### config.mk
export PLATFORM = sky130hd
export DESIGN_NAME = anubis_req_ctrl
export DESIGN_NICKNAME = d
export VERILOG_FILES = /design/src/rtl/anubis_pkg.sv /design/src/rtl/anubis_req_ctrl.sv
export SDC_FILE = /design/constraint.sdc
export NUM_CORES = 1
export LEC_CHECK = 0
export ABC_AREA = 1
export CAP_MARGIN = 20
export CORE_AREA = 2 2 308 310
export DETAILED_ROUTE_END_ITERATION = 10
export DIE_AREA = 0 0 310 312
export DONT_BUFFER_PORTS = 1
export GPL_ROUTABILITY_DRIVEN = 0
export SLEW_MARGIN = 20
export SYNTH_ARGS = -nofsm -noshare
export SYNTH_HDL_FRONTEND = slang
export SYNTH_SLANG_ARGS = --single-unit
### constraint.sdc
create_clock -name clk -period 1.6 [get_ports clk]
set_input_delay 0.32 -clock clk [delete_from_list [all_inputs] [get_ports clk]]
set_output_delay 0.32 -clock clk [all_outputs]
set_load 0.01 [all_outputs]
### src/rtl/anubis_pkg.sv
// Shared types and default widths for the anubis request/response controller.
package anubis_pkg;

  localparam int unsigned ANUBIS_TW = 128;
  localparam int unsigned ANUBIS_KW = 128;

  typedef enum logic [1:0] {
    IDLE  = 2'd0,
    START = 2'd1,
    RUN   = 2'd2,
    RESP  = 2'd3
  } state_t;

endpackage

### src/rtl/anubis_req_ctrl.sv
// Wraps the anubis core's reset-as-start / end_flag-as-done protocol in a
// single-job valid/ready request and response interface with a run timeout.
module anubis_req_ctrl
  import anubis_pkg::*;
#(
  parameter int unsigned TW             = ANUBIS_TW,
  parameter int unsigned KW             = ANUBIS_KW,
  parameter int unsigned TAGW           = 8,
  parameter int unsigned START_CYCLES   = 2,
  parameter int unsigned TIMEOUT_CYCLES = 4096
) (
  input  logic            clk,
  input  logic            reset,
  input  logic            req_valid,
  output logic            req_ready,
  input  logic            req_encrypt,
  input  logic [TW-1:0]   req_text,
  input  logic [KW-1:0]   req_key,
  input  logic [TAGW-1:0] req_tag,
  output logic            rsp_valid,
  input  logic            rsp_ready,
  output logic [TW-1:0]   rsp_data,
  output logic [TAGW-1:0] rsp_tag,
  output logic            rsp_timeout,
  output logic            busy,
  output logic            core_reset,
  output logic            core_encrypt,
  output logic [TW-1:0]   core_text,
  output logic [KW-1:0]   core_key,
  input  logic [TW-1:0]   core_cipher,
  input  logic            core_end
);

  localparam int unsigned CW  = (START_CYCLES > 1) ? $clog2(START_CYCLES) : 1;
  localparam int unsigned TMW = $clog2(TIMEOUT_CYCLES);
  localparam logic [CW-1:0]  CNT_INIT = CW'(START_CYCLES - 1);
  localparam logic [TMW-1:0] TMO_LAST = TMW'(TIMEOUT_CYCLES - 1);

  state_t          state;
  logic [CW-1:0]   cnt;
  logic [TMW-1:0]  tmo;
  logic            end_q;
  logic [TAGW-1:0] tag_q;
  logic            done;

  // end_q tracks core_end in every state, so a level that is already high
  // when RUN begins never looks like a rising edge.
  assign done = core_end & ~end_q;

  always_ff @(posedge clk or negedge reset) begin
    if (!reset) begin
      state        <= IDLE;
      cnt          <= '0;
      tmo          <= '0;
      end_q        <= 1'b0;
      tag_q        <= '0;
      req_ready    <= 1'b0;
      rsp_valid    <= 1'b0;
      rsp_data     <= '0;
      rsp_tag      <= '0;
      rsp_timeout  <= 1'b0;
      busy         <= 1'b0;
      core_reset   <= 1'b1;
      core_encrypt <= 1'b0;
      core_text    <= '0;
      core_key     <= '0;
    end else begin
      end_q <= core_end;
      case (state)
        IDLE: begin
          req_ready <= 1'b1;
          if (req_valid && req_ready) begin
            core_encrypt <= req_encrypt;
            core_text    <= req_text;
            core_key     <= req_key;
            tag_q        <= req_tag;
            req_ready    <= 1'b0;
            busy         <= 1'b1;
            cnt          <= CNT_INIT;
            state        <= START;
          end
        end
        START: begin
          if (cnt == '0) begin
            core_reset <= 1'b0;
            tmo        <= '0;
            state      <= RUN;
          end else begin
            cnt <= cnt - 1'b1;
          end
        end
        RUN: begin
          if (done) begin
            rsp_data    <= core_cipher;
            rsp_tag     <= tag_q;
            rsp_timeout <= 1'b0;
            rsp_valid   <= 1'b1;
            core_reset  <= 1'b1;
            state       <= RESP;
          end else if (tmo == TMO_LAST) begin
            rsp_data    <= '0;
            rsp_tag     <= tag_q;
            rsp_timeout <= 1'b1;
            rsp_valid   <= 1'b1;
            core_reset  <= 1'b1;
            state       <= RESP;
          end else begin
            tmo <= tmo + 1'b1;
          end
        end
        RESP: begin
          if (rsp_ready) begin
            rsp_valid <= 1'b0;
            busy      <= 1'b0;
            req_ready <= 1'b1;
            state     <= IDLE;
          end
        end
        default: state <= IDLE;
      endcase
    end
  end

endmodule

==> results of run 1 <==
[worst paths after layout]
kind                                                   to  slack (ns)  depth (start not counted)
worst max-delay path             rsp_data[46]$_DFFE_PN0P_       -0.09                          9
worst min-delay path            rsp_data[117]$_DFFE_PN0P_       -0.59                          0
worst max register to register   rsp_data[46]$_DFFE_PN0P_       -0.09                          9
worst min register to register     rsp_tag[7]$_DFFE_PN0P_        0.47                          2
max in group asynchronous        core_text[8]$_DFFE_PN0P_        0.04                          0
min in group clk                       tmo[7]$_DFFE_PN0P_        0.15                          5
[area by class of cell]
| cell class | count | area, µm² | area share (%) |
|---|---|---|---|
| sequential | 422 | 10600 | 41.5 |
| multi-input combinational | 823 | 5910 | 23.2 |
| timing repair buffer | 517 | 5680 | 22.3 |
| tap | 1254 | 1570 | 6.16 |
| clock buffer | 72 | 1430 | 5.63 |
| clock inverter | 16 | 204 | 0.800 |
| inverter | 20 | 88.8 | 0.349 |
| antenna | 11 | 27.5 | 0.108 |
[synthesized netlist by cell type (all sizes together), types with 2 or more instances]
library cell  count  area, µm²
nand3            12       60.1
nand2           496       1870
nor3b             2       15.0
or2               2       12.5
clkbuf           11       41.3
o21ai             6       30.0
ha                6       75.1
dfrtp           421      10500
nor2             24        100
inv              19       71.3
mux2            265       2980
nand4             6       37.5
buf              49        279
[flip-flops by register name, indices dropped and copies added, names as in the netlist]
| register | flops |
|---|---|
| req_ready | 1 |
| rsp_valid | 1 |
| busy | 1 |
| rsp_timeout | 1 |
| core_reset | 1 |
| rsp_data | 128 |
| rsp_tag | 8 |
| core_encrypt | 1 |
| state | 2 |
| tag_q | 8 |
| end_q | 1 |
| core_key | 128 |
| tmo | 12 |
| core_text | 128 |
| cnt | 1 |
[metrics by stage]
stage | util [%] | hold slack [ns]
3_3_place_gp | 19.5 | 0.0314
4_1_cts | 26.6 | -0.662
6_report | 27.4 | -0.595
3_5_place_dp | 19.5 | 0.0304
2_1_floorplan | - | 0.0244
5_1_grt | 27.4 | -0.652
[routing by layer]
| metal | track usage [%] | part of all wire [%] |
|---|---|---|
| met4 | 4.83 | 4.2 |
| met5 | 0 | 0.13 |
| met3 | 4.97 | 11 |
| met1 | 13.2 | 37 |
| met2 | 20.0 | 48 |
[cells in the final DEF (no fill, tap or decap), types with 28 or more instances in the layout]
| master | Yosys | routed |
|---|---|---|
| dfrtp_1 | 421 | 412 |
| dlygate4sd3_1 | 0 | 396 |
| nand2_1 | 495 | 358 |
| mux2_2 | 265 | 263 |
| nand2_2 | 0 | 93 |
| clkbuf_16 | 0 | 55 |
| buf_4 | 0 | 49 |
| nand2_4 | 1 | 44 |
| buf_8 | 0 | 28 |
[logic make-up after synthesis]
| family | count (synthesis) | share of synthesized area [%] |
|---|---|---|
| compound gates | 8 | 0.263 |
| xor+xnor | 1 | 0.0542 |
| buf+inv | 80 | 2.45 |
| fa+ha+maj | 6 | 0.464 |
| simple gates | 542 | 13.0 |
| mux | 265 | 18.5 |
| flops | 422 | 65.3 |
[timing repair]
action / 4_1_cts / 5_1_grt
gates resized for setup: 165 / 159
gates cloned: 12 / 7
endpoints found under the hold margin: 818 / 422
setup endpoints to repair: 406 / 419
pin swaps: 21 / 32
setup buffers: 12 / 9
[report_power, final]
part | leakage (nW) | total [mW] | internal [mW] | switching [mW]
combinational | 5.35 | 11.9 | 7.10 | 4.82
clock | 0.802 | 11.5 | 6.84 | 4.68
sequential | 5.12 | 23.6 | 15.9 | 7.71
==> PnR_summary.wiki, run 1 <==
{| class="wikitable"
! Metric !! Value
|-
| Initial antenna violation count || 14
|-
| Slack of the critical path || -0.0885 ns
|-
| Outcome || finished with violations
|-
| Max IR drop VDD || around 0.95 mV
|-
| Final wirelength || 61,800 µm
|-
| Global-route wire length before repair || between 80,000 and 90,000 µm
|-
| Die footprint || roughly 0.097 mm²
|-
| Post-route antenna net violation count || 0
|-
| Clock insertion delay at the later pin of the skew report || approximately 0.62 ns
|-
| Final HPWL from detailed placement || roughly 39,000 µm
|-
| Final Hold Vio Count || between 300 and 400
|-
| Worst min-delay path category || primary input to asynchronous set/reset pin
|-
| Slowest cell on the critical path || dfrtp_1
|-
| Die Wd || about 310 µm
|-
| Required time of the critical path || approximately 2.1 ns
|-
| Global-route total usage across every layer || between 10% and 20%
|-
| Detailed-route DRC error count || 0
|-
| Pre-antenna DRT Iters || 4
|-
| Syn Nets || approximately 1.7k
|-
| Fraction of final layout cells sized beyond drive strength 1 || between 30% and 40%
|-
| Via count of the routed design || between 10k and 15k
|-
| Final net count || about 2.2k
|-
| Cells after Synth || 1,324
|-
| Setup crit start || state[0]$_DFFE_PN0P_
|-
| Violated checks || hold timing, slew limit, setup timing
|-
| CTS clk-pin slew, worst paths || 0.06 ns
|-
| # H-tree levels || 2
|-
| Number of enable flip-flop cells after synthesis || 0
|-
| Hold_ws || -0.595 ns
|-
| Area growth, synth to finish || 57.7%
|-
| Number of distinct standard cells referenced by the synthesized netlist || 23
|-
| Number of top-level pins || ~800
|-
| Crit path cell chain || inv_2, buf_4, ha_4, buf_6, nand2_8, buf_12, clkbuf_16, nand2_2, nand2_1
|-
| Clock buffers created by TritonCTS || 48
|-
| Setup repair after global routing missed its margin || yes
|-
| Pin count of the biggest net entering global routing || around 420
|-
| Routed via count divided by cell count || about 3.9
|-
| Register area share after synthesis || between 60% and 70%
|-
| Worst path bufs/invs || 5
|-
| Clock buffer depth || 3
|-
| Total Power Consumption || 47.0 mW
|-
| Core region area || ~0.093 mm²
|-
| Count of hold-fix buffers inserted at cts || slightly below 400
|-
| Cell Pwr Density || between 1500 and 2000 mW/mm²
|-
| Final setup violation count || between 200 and 250
|-
| Highest attainable clock frequency || 592 MHz
|-
| Initial core utilization || between 10% and 20%
|-
| Post-synthesis instance area || ~0.016 mm²
|-
| Final critical-path required period || roughly 1.7 ns
|-
| Final global-route overflow total || 0
|-
| Maximum cell stage delay along the critical path || between 0.3 and 0.4 ns
|-
| Total clock sinks || between 400 and 500
|-
| Startpoint of the worst-slack reg-to-reg timing path || state[0]$_DFFE_PN0P_
|-
| Flop and latch count out of synthesis || 422
|-
| Post-synth ARST share || 100%
|-
| Most used flip-flop cell after synthesis || dfrtp_1
|-
| Root buffer selected by CTS || clkbuf_16
|-
| Filler Cell Count || 9,341
|-
| Critical Path AT || approximately 2.2 ns
|-
| Final routed wire length divided by cell count || ~20 µm
|-
| Worst slack after detailed placement || -0.186 ns
|-
| Worst setup EP type || register
|-
| Crit path max fanout || 8
|-
| Std-Cell Rows || roughly 110
|-
| Vertical extent of the die || approximately 310 µm
|-
| Total Neg Setup Slack || -6.29 ns
|-
| Post-route cell area || roughly 0.025 mm²
|-
| Number of global-route vias before repair || between 10k and 15k
|-
| Cell total after placement || 2,604
|-
| Warnings, synthesis || 0
|-
| Crit path kind || register to register
|-
| Post-route clock period utilization || 106%
|-
| Top cell family by delay on the critical path || buffers and inverters
|-
| Number of input and output port buffers inserted || 0
|-
| Placed cell area || around 0.018 mm²
|-
| Headroom to the max-slew limit || -73.6%
|-
| Transition time at the pin with the least slew margin || 2.60 ns
|-
| Syn_area_per_cell || 12.2 µm²
|-
| Clock tree from TritonCTS || done
|-
| Standby leakage power || roughly 11 nW
|-
| Kind of start point of the critical path || register
|-
| Final Non-Filler Cells || 3,135
|-
| Max cap viols || 0
|-
| Final-report max-slew violation count || between 200 and 300
|-
| DRC violation total after the first TritonRoute iteration || 794
|-
| Post-route clock skew || between 0.03 and 0.04 ns
|}
Note: power is estimated with default switching activity, not from simulation.
==> run 2, diff against run 1 <==
Settings changed: PLACE_DENSITY set to 0.41.
==> run 2 against run 1 <==
The flow still finishes with violations (hold timing, slew limit, setup timing). Critical path depth fell by 9. Non-clock buffer count fell by 14. Wire length fell by 5.6%. Fmax fell by 0.60%. Combinational power fell by 8%. Largest cell class unchanged. First-iteration DRC count fell by 14%. Clock power rose by 4%. Cell count fell by 0.48%.
==> PnR_summary.wiki, run 2 (synthesis gave the netlist of run 1 again) <==
{| class="wikitable"
! Metric !! Value
|-
| Detailed-route DRC error count || 0 (unchanged)
|-
| Clock buffer depth || 3 (unchanged)
|-
| Leading cell types in the layout, fill and taps excluded || nand2_1 (424), dfrtp_1 (419), dlygate4sd3_1 (396)
|-
| Number of input and output port buffers inserted || 0 (unchanged)
|-
| Vertical extent of the die || 312 µm (unchanged)
|-
| Initial core utilization || 17.4% (unchanged)
|-
| Startpoint of the worst-slack reg-to-reg timing path || state[1]$_DFFE_PN0P_
|-
| Violated checks || hold timing, slew limit, setup timing
|-
| Internal power summed over all cells || 29.6 mW (-0.77%)
|-
| Fraction of final layout cells sized beyond drive strength 1 || 29.8% (-4.2 points)
|-
| CTS clk-pin slew, worst paths || 0.06 ns (about the same)
|-
| Via count of the routed design || 11.8k (-3.2%)
|-
| Root buffer selected by CTS || clkbuf_16
|-
| Max cap viols || 0 (unchanged)
|-
| Total clock sinks || 422 (unchanged)
|-
| Setup repair after global routing missed its margin || yes
|-
| Pin count of the biggest net entering global routing || 423 (unchanged)
|-
| Standby leakage power || 11.2 nW (-0.80%)
|-
| Worst-case register-to-register setup slack || -0.05 ns (+0.04 ns)
|-
| Hold_ws || -0.590 ns (+0.00501 ns)
|-
| End of the worst register-to-register path || core_key[108]$_DFFE_PN0P_
|-
| Number of top-level pins || 796 (unchanged)
|-
| Worst min-delay path category || primary input to asynchronous set/reset pin
|-
| Pre-antenna DRT Iters || 5 (+1)
|-
| Global-route wire length before repair || 81,800 µm (-4.4%)
|-
| Final Hold Vio Count || 322 (-13%)
|-
| Std-Cell Rows || 112 (unchanged)
|-
| Slack of the critical path || -0.0987 ns (-0.0102 ns)
|-
| Required time of the critical path || 1.54 ns (-0.53 ns)
|-
| Worst-case reg-to-reg path depth || 7 (-2)
|-
| Final wirelength || 58,300 µm (-5.6%)
|-
| Headroom to the max-slew limit || -79.2% (-5.5 points)
|-
| Clock buffers created by TritonCTS || 51 (+6.3%)
|-
| Critical Path AT || 1.64 ns (-0.52 ns)
|-
| # H-tree levels || 2 (unchanged)
|-
| Total Neg Setup Slack || -3.92 ns (+2.37 ns)
|-
| Final-report max-slew violation count || 269 (+3.9%)
|-
| Final net count || 2,226 (-0.45%)
|-
| Core region area || 0.0930 mm² (unchanged)
|-
| Number of global-route vias before repair || 12.8k (-2.0%)
|-
| Count of hold-fix buffers inserted at cts || 396 (unchanged)
|-
| Post-route antenna net violation count || 0 (unchanged)
|-
| Final HPWL from detailed placement || 39,300 µm (+1.1%)
|-
| Switching portion of total power || 35.6% (-0.96 points)
|-
| Total Power Consumption || 46.0 mW (-2.2%)
|-
| Logic gate share of total power || 23.7% (-1.6 points)
|-
| Crit path kind || primary input to asynchronous set/reset pin
|-
| Largest registers in the final layout || core_key (128), core_text (128), rsp_data (128)
|-
| Area growth, synth to finish || 54.7%
|-
| Cell Pwr Density || 1840 mW/mm² (-0.38%)
|-
| Kind of start point of the critical path || primary input
|-
| Outcome || finished with violations
|-
| Routed via count divided by cell count || 3.80 (-2.7%)
|-
| Post-route clock skew || 0.0132 ns (-0.0215 ns)
|-
| Post-route clock period utilization || 106% (+0.64 points)
|-
| Highest attainable clock frequency || 589 MHz (-0.60%)
|-
| Switching pwr || 16.4 mW (-4.8%)
|-
| Filler Cell Count || 9,638 (+3.2%)
|-
| Final setup violation count || 217 (+8.0%)
|-
| Worst setup EP type || asynchronous set/reset pin
|-
| Die footprint || 0.0967 mm² (unchanged)
|-
| Clock insertion delay at the later pin of the skew report || 0.61 ns (about the same)
|-
| Portion of total power attributed to the clock network || 26.1% (+1.6 points)
|-
| DRC violation total after the first TritonRoute iteration || 681 (-14%)
|-
| Final global-route overflow total || 0 (unchanged)
|-
| Final routed wire length divided by cell count || 18.7 µm (-5.1%)
|-
| Leading cell type in the layout, fill and taps excluded || nand2_1
|-
| Sequential fraction of design power || 50.3% (about the same)
|-
| Transition time at the pin with the least slew margin || 2.69 ns (+0.0832 ns)
|-
| Max IR drop VDD || 0.917 mV (-3.7%)
|-
| Final critical-path required period || 1.70 ns (+0.0102 ns)
|-
| Die Wd || 310 µm (unchanged)
|-
| Setup crit start || reset
|-
| Clock tree from TritonCTS || done
|-
| Initial antenna violation count || 14 (unchanged)
|-
| Global-route total usage across every layer || 11.2% (-0.68 points)
|-
| Crit path max fanout || 422 (+414)
|}
-- run 2: layer usage --
| metal | vias to the layer above | GRT usage, % | wire length (µm) |
|---|---|---|---|
| met2 | 505 | 19.5 | 29400 |
| met4 | 10 | 4.53 | 2130 |
| met5 | - | 0 | 64 |
| met3 | 130 | 4.06 | 5140 |
| met1 | 5891 | 12.3 | 21600 |
| li1 | 5308 | - | - |
-- run 2: stage by stage --
step	cell area [µm²]	std cells	setup slack, ns	utilization, %	hold WS (ns)
global placement	18200	2592	-0.196	19.6	0.0334
global route	25000	3119	-0.147	26.9	-0.653
floorplan	16200	1324	-0.0162	-	0.0244
detailed placement	18200	2592	-0.214	19.6	0.0296
finish	25000	3120	-0.0987	26.9	-0.590
CTS	24500	3103	-0.121	26.3	-0.662
-- run 2: worst max path at each step --
stage,end,slack [ns],depth (start not counted)
4_1_cts,core_key[42]$_DFFE_PN0P_,-0.12,6
3_5_place_dp,tmo[4]$_DFFE_PN0P_,-0.21,9
2_1_floorplan,core_key[100]$_DFFE_PN0P_,-0.02,6
3_3_place_gp,tmo[5]$_DFFE_PN0P_,-0.20,9
6_report,core_text[97]$_DFFE_PN0P_,-0.1,0
5_1_grt,rsp_data[73]$_DFFE_PN0P_,-0.15,10
-- run 2: power groups by stage --
stage          registers (mW)  clock network [mW]  logic [mW]
2_1_floorplan            20.8                   0        6.80
3_3_place_gp             23.1                   0        8.23
3_5_place_dp             23.1                   0        8.54
4_1_cts                  23.0                12.4        10.1
5_1_grt                  23.6                12.9        12.0
6_report                 23.1                12.0        10.9
-- run 2: cell type report --
| class | count | area, µm² | area share [%] |
|---|---|---|---|
| diodes | 3 | 7.51 | 0.0300 |
| clock buffers | 70 | 1460 | 5.83 |
| clock inverters | 24 | 283 | 1.13 |
| inverters | 20 | 86.3 | 0.345 |
| multi-input cells | 824 | 5600 | 22.4 |
| flip-flops and latches | 422 | 10600 | 42.2 |
| well taps | 1254 | 1570 | 6.27 |
| repair buffers | 503 | 5440 | 21.7 |
-- run 2: timing repair --
action | 4_1_cts | 5_1_grt
setup endpoints to repair | 407 | 388
cloned | 12 | 7
hold endpoints to repair | 819 | 422
gates resized for setup | 65 | 99
pin swaps | 11 | 24
buffers inserted | 10 | 10
==> run 3, diff against run 2 <==
Settings changed: SKIP_CTS_REPAIR_TIMING set to 1.
==> run 3 against run 2 <==
Cell count grew 0.16%. Via count grew 1.2%. Sequential power is essentially flat. First-iteration DRC count grew 25%. Register-to-register slack lost 0.04 ns. Global-route usage shrank 1.1 points. Setup slack lost 0.042 ns. Final area grew 2.0%. Fmax shrank 2.4%. Wire length grew 4.6%. Critical path depth is the same. Largest power group unchanged. The run still ends with hold timing, slew limit, setup timing left. Clock power is essentially flat.
==> PnR_summary.wiki, run 3 (synthesis gave the netlist of run 1 again) <==
{| class="wikitable"
! Metric !! Value
|-
| Root buffer selected by CTS || clkbuf_16
|-
| Fraction of final layout cells sized beyond drive strength 1 || 26.8% (-2.9 points)
|-
| Die footprint || 0.0967 mm² (unchanged)
|-
| Clock buffer depth || 3 (unchanged)
|-
| # H-tree levels || 2 (unchanged)
|-
| Transition time at the pin with the least slew margin || 2.95 ns (+0.259 ns)
|-
| Worst-case register-to-register setup slack || -0.09 ns (-0.04 ns)
|-
| Global-route wire length before repair || 72,800 µm (-11%)
|-
| Max cap viols || 0 (unchanged)
|-
| Initial antenna violation count || 10 (-4)
|-
| Clock tree from TritonCTS || done
|-
| Total Neg Setup Slack || -19.46 ns (-15.54 ns)
|-
| Post-route clock period utilization || 109% (+2.6 points)
|-
| Pin count of the biggest net entering global routing || 423 (unchanged)
|-
| Final Hold Vio Count || 260 (-19%)
|-
| Worst min-delay path category || primary input to asynchronous set/reset pin
|-
| Cell Pwr Density || 1870 mW/mm² (+1.6%)
|-
| End of the worst register-to-register path || core_text[36]$_DFFE_PN0P_
|-
| Violated checks || hold timing, slew limit, setup timing
|-
| Max IR drop VDD || 0.872 mV (-4.9%)
|-
| Routed length on met2 || 31,200 µm (+6.3%)
|-
| Leading cell types in the layout, fill and taps excluded || nand2_1 (479), dfrtp_1 (421), dlygate4sd3_1 (395)
|-
| Global-route total usage across every layer || 10.1% (-1.1 points)
|-
| Final routed wire length divided by cell count || 19.5 µm (+4.4%)
|-
| Leading cell type in the layout, fill and taps excluded || nand2_1
|-
| Vertical extent of the die || 312 µm (unchanged)
|-
| Critical Path AT || 1.79 ns (+0.15 ns)
|-
| Final setup violation count || 371 (+71%)
|-
| Core region area || 0.0930 mm² (unchanged)
|-
| Number of input and output port buffers inserted || 0 (unchanged)
|-
| Area growth, synth to finish || 57.9%
|-
| Number of top-level pins || 796 (unchanged)
|-
| M1 wire length || 23,300 µm (+7.8%)
|-
| Initial core utilization || 17.4% (unchanged)
|-
| Final net count || 2,233 (+0.31%)
|-
| Highest attainable clock frequency || 574 MHz (-2.4%)
|-
| Routed via count divided by cell count || 3.84 (+1.0%)
|-
| Clock buffers created by TritonCTS || 51 (unchanged)
|-
| Outcome || finished with violations
|-
| Headroom to the max-slew limit || -96.4% (-17 points)
|-
| Final HPWL from detailed placement || 39,300 µm (unchanged)
|-
| Largest registers in the final layout || core_key (128), core_text (128), rsp_data (128)
|-
| Required time of the critical path || 1.65 ns (+0.11 ns)
|-
| Via count of the routed design || 12.0k (+1.2%)
|-
| Crit path max fanout || 422 (unchanged)
|-
| Worst setup EP type || asynchronous set/reset pin
|-
| Final global-route overflow total || 0 (unchanged)
|-
| Filler Cell Count || 9,579 (-0.61%)
|-
| Met3 Wirelength || 4960 µm (-3.6%)
|-
| Setup repair after global routing missed its margin || yes
|-
| Slack of the critical path || -0.141 ns (-0.0423 ns)
|-
| Area of the multi-input gates || 0.00593 mm² (+5.9%)
|-
| Final wirelength || 61,000 µm (+4.6%)
|-
| Detailed-route DRC error count || 0 (unchanged)
|-
| Crit path kind || primary input to asynchronous set/reset pin
|-
| Final-report max-slew violation count || 287 (+6.7%)
|-
| Post-route clock skew || 0.0135 ns (+0.000304 ns)
|-
| Die Wd || 310 µm (unchanged)
|-
| Register cell area after layout || 0.0106 mm² (about the same)
|-
| Post-route antenna net violation count || 0 (unchanged)
|-
| Uppermost metal layer occupied by signal nets || met5
|-
| Worst-case reg-to-reg path depth || 7 (unchanged)
|-
| Clock insertion delay at the later pin of the skew report || 0.60 ns (about the same)
|-
| CTS clk-pin slew, worst paths || 0.06 ns (about the same)
|-
| Pre-antenna DRT Iters || 5 (unchanged)
|-
| DRC violation total after the first TritonRoute iteration || 850 (+25%)
|-
| Kind of start point of the critical path || primary input
|-
| Std-Cell Rows || 112 (unchanged)
|-
| Standby leakage power || 12.0 nW (+7.3%)
|-
| Startpoint of the worst-slack reg-to-reg timing path || state[1]$_DFFE_PN0P_
|-
| Final critical-path required period || 1.74 ns (+0.0423 ns)
|-
| Hold_ws || -0.581 ns (+0.00872 ns)
|-
| Total clock sinks || 422 (unchanged)
|-
| Number of global-route vias before repair || 10.4k (-18%)
|}
## run 3: cell types whose count changed in the layout (fill, tap and decap cells not counted), moves of 3 or more
cell,delta
buf_8,+3
buf_6,-3
nand2_4,-17
nand2_1,+55
mux2_2,-142
clkbuf_16,+12
buf_16,-6
buf_12,+3
mux2_4,+142
nand2_2,-40
## run 3: where the power goes
group          total [mW]  leakage [nW]  switching (mW)  internal (mW)
Sequential           23.1          5.13            7.22           15.9
Combinational        12.6          6.02            4.71           7.92
Clock                12.0         0.855            4.75           7.20
Total                47.7          12.0            16.7           31.0
## run 3: layer usage
| layer | up-vias | track usage, % |
|---|---|---|
| met5 | - | 0 |
| met4 | 12 | 3.26 |
| met1 | 6037 | 10.6 |
| li1 | 5323 | - |
| met2 | 507 | 17.7 |
| met3 | 106 | 4.77 |
## run 3: cell type report
cell class / instances / share of cell area (%)
inverters: 20 / 0.329
repair buffers: 510 / 22.0
flip-flops and latches: 422 / 41.4
clock buffers: 70 / 5.72
well taps: 1254 / 6.15
clock inverters: 24 / 1.11
diodes: 1 / 0.00981
multi-input cells: 824 / 23.3
## run 3: worst reg2reg max path, delay by kind of cell, from the launching register on
kind	cells	cell delay [ns]
multiplexers	1	0.35
AND/OR/NAND/NOR	1	0.08
flip-flops	1	0.38
buffers and inverters	4	0.58
adder cells (fa/ha/maj)	1	0.17
## run 3: how the worst max path moves through the flow
| stage | start | to | slack [ns] | cells past startpoint |
|---|---|---|---|---|
| final | reset | core_text[124]$_DFFE_PN0P_ | -0.14 | 0 |
| after global routing | tmo[1]$_DFFE_PN0P_ | rsp_data[0]$_DFFE_PN0P_ | -0.17 | 10 |
| after detailed placement | tmo[0]$_DFFE_PN0P_ | tmo[4]$_DFFE_PN0P_ | -0.21 | 9 |
| after floorplan | state[0]$_DFFE_PN0P_ | core_key[100]$_DFFE_PN0P_ | -0.02 | 6 |
| after global placement | tmo[0]$_DFFE_PN0P_ | tmo[5]$_DFFE_PN0P_ | -0.20 | 9 |
| after CTS | tmo[1]$_DFFE_PN0P_ | tmo[4]$_DFFE_PN0P_ | -0.22 | 9 |
## run 3: per-stage QoR
stage          setup slack (ns)  power [mW]  instances  util (%)  cell area [µm²]
3_5_place_dp             -0.214        31.6       2592      19.6            18200
2_1_floorplan           -0.0162        27.6       1324         -            16200
5_1_grt                  -0.174        50.3       3125      27.4            25500
3_3_place_gp             -0.196        31.4       2592      19.6            18200
6_report                 -0.141        47.7       3125      27.4            25500
4_1_cts                  -0.223        43.9       2686      21.4            20000
